**src/rtl/conv_accum_quant.sv**
```systemverilog
// conv_accum_quant: accumulates adder-tree partial sums per output pixel, adds bias, requantizes to OUT_W
module conv_accum_quant #(
  parameter int IN_W  = 20,
  parameter int ACC_W = 32,
  parameter int OUT_W = 8,
  parameter int SHIFT = 8
) (
  input  logic                    clk,
  input  logic                    rst,
  input  logic                    in_valid,
  output logic                    in_ready,
  input  logic signed [IN_W-1:0]  in_data,
  input  logic                    in_last,
  input  logic signed [ACC_W-1:0] bias,
  input  logic                    relu_en,
  output logic                    out_valid,
  input  logic                    out_ready,
  output logic signed [OUT_W-1:0] out_data,
  output logic                    out_sat,
  output logic [15:0]             out_cnt,
  output logic                    acc_ovf
);
  localparam logic [0:0] IDLE  = 1'b0;
  localparam logic [0:0] ACCUM = 1'b1;
  localparam logic signed [ACC_W-1:0] ACC_MAX = {1'b0, {(ACC_W-1){1'b1}}};
  localparam logic signed [ACC_W-1:0] ACC_MIN = {1'b1, {(ACC_W-1){1'b0}}};
  localparam logic signed [ACC_W:0] HALF = {{ACC_W{1'b0}}, 1'b1} << (SHIFT-1);
  localparam logic signed [ACC_W:0] OMAX = {{(ACC_W+2-OUT_W){1'b0}}, {(OUT_W-1){1'b1}}};
  localparam logic signed [ACC_W:0] OMIN = {{(ACC_W+2-OUT_W){1'b1}}, {(OUT_W-1){1'b0}}};
  logic [0:0] state_q, state_d;
  logic signed [ACC_W-1:0] acc_q, acc_d, base, sum_sat;
  logic signed [ACC_W:0] sum_w, rnd_w, shr;
  logic [15:0] cnt_q, cnt_d, cnt_nxt;
  logic ovf, beat, neg_zero, clip_hi, clip_lo;
  logic signed [OUT_W-1:0] q, out_data_q, out_data_d;
  logic out_valid_q, out_valid_d, out_sat_q, out_sat_d, acc_ovf_q, acc_ovf_d;
  logic [15:0] out_cnt_q, out_cnt_d;
  assign in_ready  = !out_valid_q || out_ready;
  assign beat      = in_valid && in_ready;
  assign out_valid = out_valid_q;
  assign out_data  = out_data_q;
  assign out_sat   = out_sat_q;
  assign out_cnt   = out_cnt_q;
  assign acc_ovf   = acc_ovf_q;
  // saturating accumulate: a group's first beat starts from bias instead of the running sum
  always_comb begin
    base    = (state_q == IDLE) ? bias : acc_q;
    sum_w   = {base[ACC_W-1], base} + {{(ACC_W+1-IN_W){in_data[IN_W-1]}}, in_data};
    ovf     = sum_w[ACC_W] != sum_w[ACC_W-1];
    sum_sat = ovf ? (sum_w[ACC_W] ? ACC_MIN : ACC_MAX) : sum_w[ACC_W-1:0];
    cnt_nxt = (state_q == IDLE) ? 16'd1 : (&cnt_q ? cnt_q : cnt_q + 16'd1);
  end
  // round half up, arithmetic shift, optional ReLU, then clip to the output range
  always_comb begin
    rnd_w    = {sum_sat[ACC_W-1], sum_sat} + HALF;
    shr      = rnd_w >>> SHIFT;
    neg_zero = relu_en && shr[ACC_W];
    clip_hi  = shr > OMAX;
    clip_lo  = !neg_zero && (shr < OMIN);
    q        = neg_zero ? '0 : clip_hi ? OMAX[OUT_W-1:0] : clip_lo ? OMIN[OUT_W-1:0] : shr[OUT_W-1:0];
  end
  // next state: a last beat loads a fresh result even while the old one is being handed off
  always_comb begin
    state_d     = beat ? (in_last ? IDLE : ACCUM) : state_q;
    acc_d       = beat ? sum_sat : acc_q;
    cnt_d       = beat ? cnt_nxt : cnt_q;
    acc_ovf_d   = acc_ovf_q || (beat && ovf);
    out_valid_d = (beat && in_last) ? 1'b1 : (out_ready ? 1'b0 : out_valid_q);
    out_data_d  = (beat && in_last) ? q : out_data_q;
    out_sat_d   = (beat && in_last) ? (clip_hi || clip_lo) : out_sat_q;
    out_cnt_d   = (beat && in_last) ? cnt_nxt : out_cnt_q;
  end
  // state registers with synchronous reset
  always_ff @(posedge clk) begin
    if (rst) begin
      state_q     <= IDLE;
      acc_q       <= '0;
      cnt_q       <= '0;
      acc_ovf_q   <= 1'b0;
      out_valid_q <= 1'b0;
      out_data_q  <= '0;
      out_sat_q   <= 1'b0;
      out_cnt_q   <= '0;
    end else begin
      state_q     <= state_d;
      acc_q       <= acc_d;
      cnt_q       <= cnt_d;
      acc_ovf_q   <= acc_ovf_d;
      out_valid_q <= out_valid_d;
      out_data_q  <= out_data_d;
      out_sat_q   <= out_sat_d;
      out_cnt_q   <= out_cnt_d;
    end
  end
endmodule

```
**config.mk**
```make
export PLATFORM = sky130hd
export DESIGN_NAME = conv_accum_quant
export DESIGN_NICKNAME = d
export VERILOG_FILES = /design/src/rtl/conv_accum_quant.sv
export SDC_FILE = /design/constraint.sdc
export NUM_CORES = 1
export LEC_CHECK = 0
export CAP_MARGIN = 20
export CORE_MARGIN = 2
export CORE_UTILIZATION = 30
export CTS_CLUSTER_SIZE = 12
export DETAILED_ROUTE_END_ITERATION = 10
export GPL_TIMING_DRIVEN = 0
export PLACE_DENSITY_LB_ADDON = 0.25
export SLEW_MARGIN = 40
export SYNTH_ARGS = -nofsm -noshare
export SYNTH_HDL_FRONTEND = slang
export SYNTH_SLANG_ARGS = --single-unit
```
**constraint.sdc**
```tcl
create_clock -name clk -period 8.4 [get_ports clk]
set_input_delay 1.68 -clock clk [delete_from_list [all_inputs] [get_ports clk]]
set_output_delay 1.68 -clock clk [all_outputs]
set_load 0.01 [all_outputs]
```
==> Yosys cells after proc, flatten, opt, wreduce, memory -nomap -nowiden <==
Cells that the tools add are included.
{ "word_totals": {"out_inout_bits": 28, "in_bits": 58, "elab_cells": 37, "n_memories": 0, "latch_bits": 0, "mem_bits_ro": 0, "ramBits": 0, "register_bits": 76} }
{ "op_classes": {"n_reduce_logical": 12, "div_mod_pow": 0, "n_eq_ne": 1, "n_bitwise": 0, "shift": 0, "mux": 11, "mul": 0, "n_lt_le_gt_ge": 2, "n_addsub": 3} }
{ "op_table": {"columns": ["cell", "count"], "rows": [
  ["2-to-1 mux 32 bit", 3],
  ["adder 32 x 20 -> 33 bit", 1],
  ["adder 32 x 9 -> 33 bit, second input constant", 1],
  ["2-to-1 mux 16 bit", 2],
  ["greater-than comparator 25 x 8 -> 1 bit, second input constant", 1],
  ["< comparator 25 x 8 -> 1 bit, second input constant", 1],
  ["2-to-1 mux 8 bit", 3],
  ["adder 16 x 1 -> 16 bit, second input constant", 1],
  ["AND reduction 16 bit", 1],
  ["logical AND 1 bit", 5],
  ["logical OR 1 bit", 3],
  ["2-to-1 mux 1 bit", 3],
  ["logical NOT 1 bit", 2],
  ["nonzero test 2 bit", 1],
  ["!= test 1 bit", 1]
]} }

==> Longest topological paths before layout <==
Gate-level depths: netlist (run 1).
{ "depth": {"depth_word": 11, "ltp_mapped": 28, "ltp_nobuf": 23} }

==> Least setup slack after synthesis (run 1) <==
No wires, ideal clock.
{ "synth_path": {"kind": "input to register", "startpoint": "in bias[0]", "endpoint": "reg out_data_q[1] (netlist: out_data[1])", "arrival_ps": 6724, "cell_stages": 25, "setup_slack_ps": 1533, "setup_ps": 143, "path_buffers": 3, "t_required_ps": 8257, "path_cell_list": "mux2_2 ha_1 inv_1 fa_1 nand2b_1 a21oi_1 o2111a_1 a31oi_2 o2111a_1 or2_1 clkbuf_1 buf_2 xnor2_1 clkbuf_1 a21oi_1 inv_1 ha_1 inv_1 a221oi_2 or4_1 nand3b_1 a2111o_1 a2111o_1 o211ai_2 o311ai_1"} }
{ "synth_via": {"elab_chain_len": 11} }
{ "synth_rtl": {"columns": ["item", "line", "text"], "rows": [
  ["start: declaration", "14", "input logic signed [ACC_W-1:0] bias,"],
  ["2-to-1 mux 32 bit (*)", "47", "base = (state_q == IDLE) ? bias : acc_q;"],
  ["adder 32 x 20 -> 33 bit (*)", "48", "sum_w = {base[ACC_W-1], base} + {{(ACC_W+1-IN_W){in_data[IN_W-1]}}, in_data};"],
  ["2-to-1 mux 32 bit / != test 1 bit (equally long branches)", "50, 49", null],
  ["2-to-1 mux 32 bit (*)", "50", "sum_sat = ovf ? (sum_w[ACC_W] ? ACC_MIN : ACC_MAX) : sum_w[ACC_W-1:0];"],
  ["named net sum_sat[7]", "31", "logic signed [ACC_W-1:0] acc_q, acc_d, base, sum_sat;"],
  ["adder 32 x 9 -> 33 bit (*)", "55", "rnd_w = {sum_sat[ACC_W-1], sum_sat} + HALF;"],
  ["branches (longest 5 deep; another with < comparator 25 x 8 -> 1 bit)", null, null],
  ["2-to-1 mux 8 bit (*)", "60", "q = neg_zero ? '0 : clip_hi ? OMAX[OUT_W-1:0] : clip_lo ? OMIN[OUT_W-1:0] : shr[OUT_W-1:0];"],
  ["end signal: assignment", "90", "out_data_q <= out_data_d;"],
  ["end: declaration", "35", "logic signed [OUT_W-1:0] q, out_data_q, out_data_d;"]
]} }
Mark *: on every way through the listed nets, which the timed path passes.
A chain may end at the register's enable or synchronous reset.

==> Final worst setup path (run 1) <==
{ "layout_path": {"startpoint": "in bias[0]", "endpoint": "reg out_data_q[2] (netlist: out_data[2])"} }
The elaborated chain is that of the path after synthesis.

==> results of run 1 <==
worst max-delay path, cell delays in order:
cell	delay, ns
clkdlybuf4s50_1	0.45
mux2_2	0.14
ha_1	0.20
inv_1	0.07
fa_1	0.39
nand2b_1	0.22
a21oi_1	0.22
o2111a_1	0.33
a31oi_2	0.25
o2111a_1	0.35
nor3_2	0.39
a21o_2	0.32
clkbuf_2	0.27
clkbuf_2	0.28
a21oi_1	0.10
inv_1	0.08
ha_1	0.27
inv_1	0.23
a221oi_2	0.37
buf_2	0.31
nand2_1	0.13
xor2_1	0.17
nor4_1	0.33
o211ai_1	0.16
o21a_1	0.26
o311ai_1	0.28
cell families after synthesis:
kind of cell / after synthesis
compound gates: 287
xor+xnor: 47
fa+ha+maj: 36
buf+inv: 88
flops: 76
mux: 45
simple gates: 450
through the flow:
| step | setup TNS (ns) | setup WS, ns |
|---|---|---|
| 2_1_floorplan | 0 | 1.533 |
| 3_3_place_gp | -2.136 | -0.2736 |
| 3_5_place_dp | -2.057 | -0.2729 |
| 4_1_cts | 0 | 0.06118 |
| 5_1_grt | 0 | 0.001040 |
| 6_report | 0 | 0.3878 |
cell usage after synthesis, drive strengths merged (5+ instances only):
| master | number | area share [%] |
|---|---|---|
| o21a | 5 | 0.52 |
| dfxtp | 76 | 21 |
| o31ai | 6 | 0.62 |
| xnor2 | 28 | 3.5 |
| inv | 16 | 0.83 |
| nand3 | 45 | 3.1 |
| o21ai | 38 | 2.6 |
| mux2i | 12 | 1.7 |
| a31oi | 14 | 1.3 |
| nand4 | 19 | 1.6 |
| nand2b | 7 | 0.60 |
| nor3 | 45 | 3.2 |
| buf | 18 | 1.2 |
| mux2 | 33 | 5.1 |
| clkbuf | 54 | 2.8 |
| and2 | 11 | 0.95 |
| a211oi | 19 | 2.1 |
| or3 | 10 | 0.86 |
| and4 | 10 | 1.2 |
| nand2 | 149 | 7.7 |
| a21oi | 107 | 7.5 |
| ha | 34 | 5.9 |
| nor4 | 9 | 0.86 |
| o311ai | 5 | 0.60 |
| and3 | 16 | 1.4 |
| nor2 | 107 | 5.5 |
| o211ai | 18 | 1.9 |
| xor2 | 19 | 2.3 |
| a21o | 15 | 1.5 |
flip-flops by register name (all words and copies together) (netlist names):
signal,count
acc_q,32
cnt_q,16
out_cnt,16
out_data,8
acc_ovf,1
out_sat,1
out_valid,1
state_q,1
per-layer routing:
| metal | global-route usage [%] | vias up |
|---|---|---|
| li1 | - | 3971 |
| met1 | 28.98 | 3839 |
| met2 | 32.03 | 267 |
| met3 | 3.896 | 44 |
| met4 | 6.818 | 0 |
| met5 | 0 | - |
worst min-delay path by stage:
stage	startpoint	endpoint	slack, ns
after detailed placement	out_cnt[8]$_SDFFE_PP0P_	out_cnt[8]$_SDFFE_PP0P_	0.45
after global placement	acc_q[13]$_SDFFE_PP0P_	acc_q[13]$_SDFFE_PP0P_	0.44
after floorplan	acc_q[17]$_SDFFE_PP0P_	acc_q[17]$_SDFFE_PP0P_	0.43
after global routing	out_cnt[2]$_SDFFE_PP0P_	out_cnt[2]$_SDFFE_PP0P_	0.47
after CTS	out_cnt[8]$_SDFFE_PP0P_	out_cnt[8]$_SDFFE_PP0P_	0.45
final	acc_q[13]$_SDFFE_PP0P_	acc_q[13]$_SDFFE_PP0P_	0.45
power groups by stage:
stage	registers (mW)	clock network, mW	logic, mW
global placement	0.424	0	0.938
global route	0.421	0.435	1.07
floorplan	0.417	0	0.648
detailed placement	0.425	0	0.946
CTS	0.417	0.417	0.951
finish	0.418	0.410	0.983
timing repair:
item	4_1_cts	5_1_grt
resized for setup	0	16
hold buffers	0	0
buffers inserted	0	2
setup endpoints to repair	0	9
layout make-up:
cell class	count	area [sq um]
fillers	2567	14700
multi-input cells	865	5456
flip-flops and latches	76	1521
repair buffers	87	863.3
well taps	319	399.1
plain buffers	72	296.5
clock buffers	11	252.7
clock inverters	5	60.06
inverters	16	60.06
==> results_dict.tcl, run 1 <==
set metrics [dict create \
    power.share.switching_pct 45.23 \
    required_ns 8.64 \
    drt_iter0_drc 559 \
    mostFrequentLayoutCell "nand2_1" \
    portBuffers 84 \
    wl_met2_um 11700 \
    core_sq_um 23610 \
    first_pass_iters 5 \
    vdd_drop_max_uv 108.7 \
    setup_viol 0 \
    synth_fa_ha_area_share_pct 6.282 \
    cts_root_buf "clkbuf_16" \
    syn_nets 1122 \
    yosys_warnings 0 \
    die_x_um 159.7 \
    yosys.area_share.simple_pct 29.31 \
    netlist_area_sq_um 7269 \
    rr_worst_depth 27 \
    crit_arrival_ns 8.25 \
    synth_mux_area_share_pct 6.764 \
    nNetsFinal 1220 \
    initial_core_util_pct 30.79 \
    rsz0062_at_grt "false" \
    num_antenna_cells 0 \
    postRouteAntennaNets 0 \
    antenna_found_initial 0 \
    final_util_pct 37.73 \
    cts_tree "built" \
    yosysSeqAreaShare_pct 20.93 \
    final_cell_mix "nand2_1, nor2_1, a21oi_1" \
    async_flop_share_pct 0 \
    cts.sinks 76 \
    maxSlewViolCount 0 \
    fin_crit_sh_pct 95.38 \
    drc 0 \
    seqPwrFrac_pct 23.1 \
    clkPwrFrac_pct 22.7 \
    dpl.hpwl_um 21320 \
    hold_depth 2 \
    post-route-min-period_ns 8.012 \
    insertion_delay_ns 0.35 \
    leakage_nw 3.280 \
    grt_pass1_vias 7498 \
    path_class "in -> reg" \
    intPower_uw 991.9 \
    cts.reportedPaths.clkPinSlew_ns 0.06 \
    hold_class "reg -> reg" \
    endpoint "out_data[2]$_SDFFE_PP0P_" \
    p_total_mw 1.811 \
    rows 56 \
    hold_viol 0 \
    p_comb_share_pct 54.3 \
    synth-main-ff-cell "dfxtp_1" \
    cap_violations 0 \
    syn_inst 1029 \
    reg2reg_from "state_q$_SDFFE_PP0P_" \
    gp_congestion 0.9576 \
    vias 8121 \
    status "finished, final reports clean" \
    finalNonFillerCells 1451 \
    avgSynthCellArea_sq_um 7.065 \
    ys_seq_elements 76 \
    start_kind "input pin" \
    final_area_sq_um 8910 \
    synth_top_family_by_area "simple AND/OR/NAND/NOR gates" \
    synth.distinct_cells 83 \
    die-area_sq_um 25490 \
    htreeDepth 3 \
    synth_xor_area_share_pct 5.766 \
    clock_skew_ns 0.01069 \
    whs_ns 0.4514 \
    maxSlewHeadroom_pct 41.39 \
    totalWireLength_um 27000 \
    layout-drive-gt1-share_pct 8.569 \
    r2r-end "out_data[2]$_SDFFE_PP0P_" \
    dpl_cell_area_sq_um 8533 \
    wl_per_cell_um 18.61 \
    clock_path_buffers 2 \
    grt_first_pass_wirelength_um 42030 \
    worst_pin_slew_ns 0.8729 \
    top_layer "met4" \
    met3_length_um 1855 \
    fp.dieH_um 159.7 \
    dp.cells 1433 \
    cts_buffers 9 \
    overflow 0 \
    cp-end-kind "register" \
    power.density_nw_per_um2 203.3 \
    wl_met1_um 12700 \
    r2r_setup_slack_ns 0.61 \
    areaGrowthSynthToFinish_pct 22.56 \
    grt_max_degree 14 \
    max_freq_mhz 124.8 \
    grtUsageTotal_pct 20.73 \
    path_max_fanout 10 \
    synth_compound_area_share_pct 26.13 \
    p_switching_uw 819.3 \
    avgViaCountPerCell 5.597 \
    synth-edff-count 0 \
    worstSetupStartpoint "bias[0]" \
    ios 86 \
]
Power figures use the tool's default switching activity.
==> run 2: changes to the inputs <==
--- a/config.mk
+++ b/config.mk
@@ -7,7 +7,7 @@
 export LEC_CHECK = 0
 export CAP_MARGIN = 20
 export CORE_MARGIN = 2
-export CORE_UTILIZATION = 30
+export CORE_UTILIZATION = 55
 export CTS_CLUSTER_SIZE = 12
 export DETAILED_ROUTE_END_ITERATION = 10
 export GPL_TIMING_DRIVEN = 0
==> run 2 against run 1 <==
  * Design area fell by 2.7%
  * Critical path depth did not move
  * Total power fell by 2.6%
  * Fmax fell by 1.2%
  * Critical path type unchanged
  * Clock power fell by 6.1%
  * Sequential share of layout area rose by 0.47 points
==> results_dict.tcl, run 2 (synthesis gave the netlist of run 1 again) <==
set metrics [dict create \
    path_max_fanout 10 \
    final_area_sq_um 8670 \
    ios 86 \
    clock_skew_ns 0.01111 \
    cts_root_buf "clkbuf_16" \
    grt_first_pass_wirelength_um 38380 \
    status "finished, final reports clean" \
    cts_buffers 9 \
    crit_arrival_ns 8.35 \
    fin_crit_sh_pct 96.55 \
    reg2reg_from "state_q$_SDFFE_PP0P_" \
    fin_ws_ns 0.2899 \
    max_freq_mhz 123.3 \
    dp.cells 1289 \
    hold_class "reg -> reg" \
    cap_violations 0 \
    fp.dieH_um 119.0 \
    crit_family "compound AO/OA/AOI/OAI gates" \
    largest_register "acc_q" \
    htreeDepth 3 \
    vdd_drop_max_uv 124.7 \
    vias 8272 \
    first_pass_iters 5 \
    core_sq_um 13090 \
    setup_viol 0 \
    power.density_nw_per_um2 203.5 \
    clock_path_buffers 2 \
    final_util_pct 66.26 \
    crit_top_cell "inv_1" \
    overflow 0 \
    gp_congestion 1.006 \
    die-area_sq_um 14150 \
    rows 42 \
    num_antenna_cells 0 \
    avgViaCountPerCell 6.339 \
    required_ns 8.64 \
    finalNonFillerCells 1305 \
    totalWireLength_um 23960 \
    cp-end-kind "register" \
    path_class "in -> reg" \
    endpoint "out_data[1]$_SDFFE_PP0P_" \
    cp_slowest_cell "clkdlybuf4s50_1" \
    rr_worst_depth 27 \
    hold_viol 0 \
    cts_tree "built" \
    maxSlewHeadroom_pct 39.68 \
    drc 0 \
    critPathBufInv 7 \
    pre_cts_slack_ns -0.07647 \
    cts.sinks 76 \
    rsz0062_at_grt "false" \
    leakage_nw 3.244 \
    fin_setup_tns_ns 0 \
    post_cts_buffers 0 \
    postRouteAntennaNets 0 \
    die_x_um 119.0 \
    worst_pin_slew_ns 0.8980 \
    worstSetupStartpoint "bias[0]" \
    wl_per_cell_um 18.36 \
    worst-path-stages 26 \
    mostFrequentLayoutCell "nand2_1" \
    drt_iter0_drc 942 \
    whs_ns 0.4516 \
    maxSlewViolCount 0 \
    grtUsageTotal_pct 33.60 \
    dpl.hpwl_um 18570 \
    r2r_setup_slack_ns 0.41 \
    dpl_cell_area_sq_um 8349 \
    nNetsFinal 1218 \
    areaGrowthSynthToFinish_pct 19.26 \
    antenna_found_initial 0 \
    start_kind "input pin" \
    grt_pass1_vias 7465 \
    cts.reportedPaths.clkPinSlew_ns 0.06 \
    layout-drive-gt1-share_pct 7.972 \
    post-route-min-period_ns 8.110 \
    insertion_delay_ns 0.34 \
    initial_core_util_pct 55.56 \
    p_total_mw 1.764 \
    crit_path_max_incr_delay_ns 0.46 \
    grt_max_degree 14 \
    portBuffers 84 \
    largest_reg_flops 32 \
    final_cell_mix "nand2_1, nor2_1, a21oi_1" \
    r2r-end "out_data[1]$_SDFFE_PP0P_" \
]
-- run 2: cell count changes in the layout (fill, tap and decap cells not counted), sizes merged --
cell / before / now
buf: 21 / 18
dlymetal6s2s: 1 / 0
clkdlybuf4s50: 83 / 84
inv: 16 / 17
clkbuf: 65 / 64
-- run 2: worst min-delay path by stage --
stage | from | end | depth (start not counted)
after floorplan | acc_q[17]$_SDFFE_PP0P_ | acc_q[17]$_SDFFE_PP0P_ | 2
after global placement | out_cnt[8]$_SDFFE_PP0P_ | out_cnt[8]$_SDFFE_PP0P_ | 2
after detailed placement | acc_q[22]$_SDFFE_PP0P_ | acc_q[22]$_SDFFE_PP0P_ | 2
after CTS | acc_q[22]$_SDFFE_PP0P_ | acc_q[22]$_SDFFE_PP0P_ | 2
after global routing | acc_q[29]$_SDFFE_PP0P_ | acc_q[29]$_SDFFE_PP0P_ | 2
final | acc_q[22]$_SDFFE_PP0P_ | acc_q[22]$_SDFFE_PP0P_ | 2
-- run 2: cell type report --
type / count / area [sq um]
Sequential cell: 76 / 1521
Clock buffer: 9 / 225.2
Inverter: 16 / 60.06
Buffer: 72 / 294.0
Clock inverter: 6 / 65.06
Multi-Input combinational cell: 865 / 5438
Fill cell: 1173 / 4415
Timing Repair Buffer: 85 / 845.8
Tap cell: 176 / 220.2
-- run 2: metal layers --
| layer | global-route usage [%] | vias to the layer above | wire length [um] |
|---|---|---|---|
| li1 | - | 3970 | - |
| met1 | 47.55 | 3813 | 10410 |
| met2 | 52.19 | 429 | 10480 |
| met3 | 4.837 | 60 | 2305 |
| met4 | 11.61 | 0 | 754 |
| met5 | 0 | - | 0 |
-- run 2: worst register-to-register path, cell delays in order (launching register included) --
cell      delay [ns]
dfxtp_1         0.32
clkbuf_1        0.55
clkbuf_1        0.66
mux2_2          0.29
ha_1            0.19
inv_1           0.07
fa_1            0.38
nand2b_1        0.22
a21oi_1         0.18
o2111a_1        0.32
a31oi_2         0.25
o2111a_1        0.35
nor3_2          0.39
a21o_1          0.39
clkbuf_2        0.30
clkbuf_2        0.30
a21oi_1         0.10
inv_1           0.09
ha_1            0.28
inv_1           0.22
a221oi_2        0.36
buf_2           0.32
nand2_1         0.12
xor2_1          0.18
nor4_1          0.39
o211ai_1        0.16
o21a_1          0.25
o311ai_1        0.28
-- run 2: repair_timing --
action	4_1_cts	5_1_grt
resized for setup	0	9
endpoints found under the hold margin	0	0
hold buffers	0	0
endpoints found under the setup margin	0	9
-- run 2: report_power, final --
| group | switching, mW | internal (mW) |
|---|---|---|
| combinational | 0.616 | 0.346 |
| clock | 0.156 | 0.229 |
| sequential | 0.0234 | 0.394 |
| total | 0.795 | 0.969 |
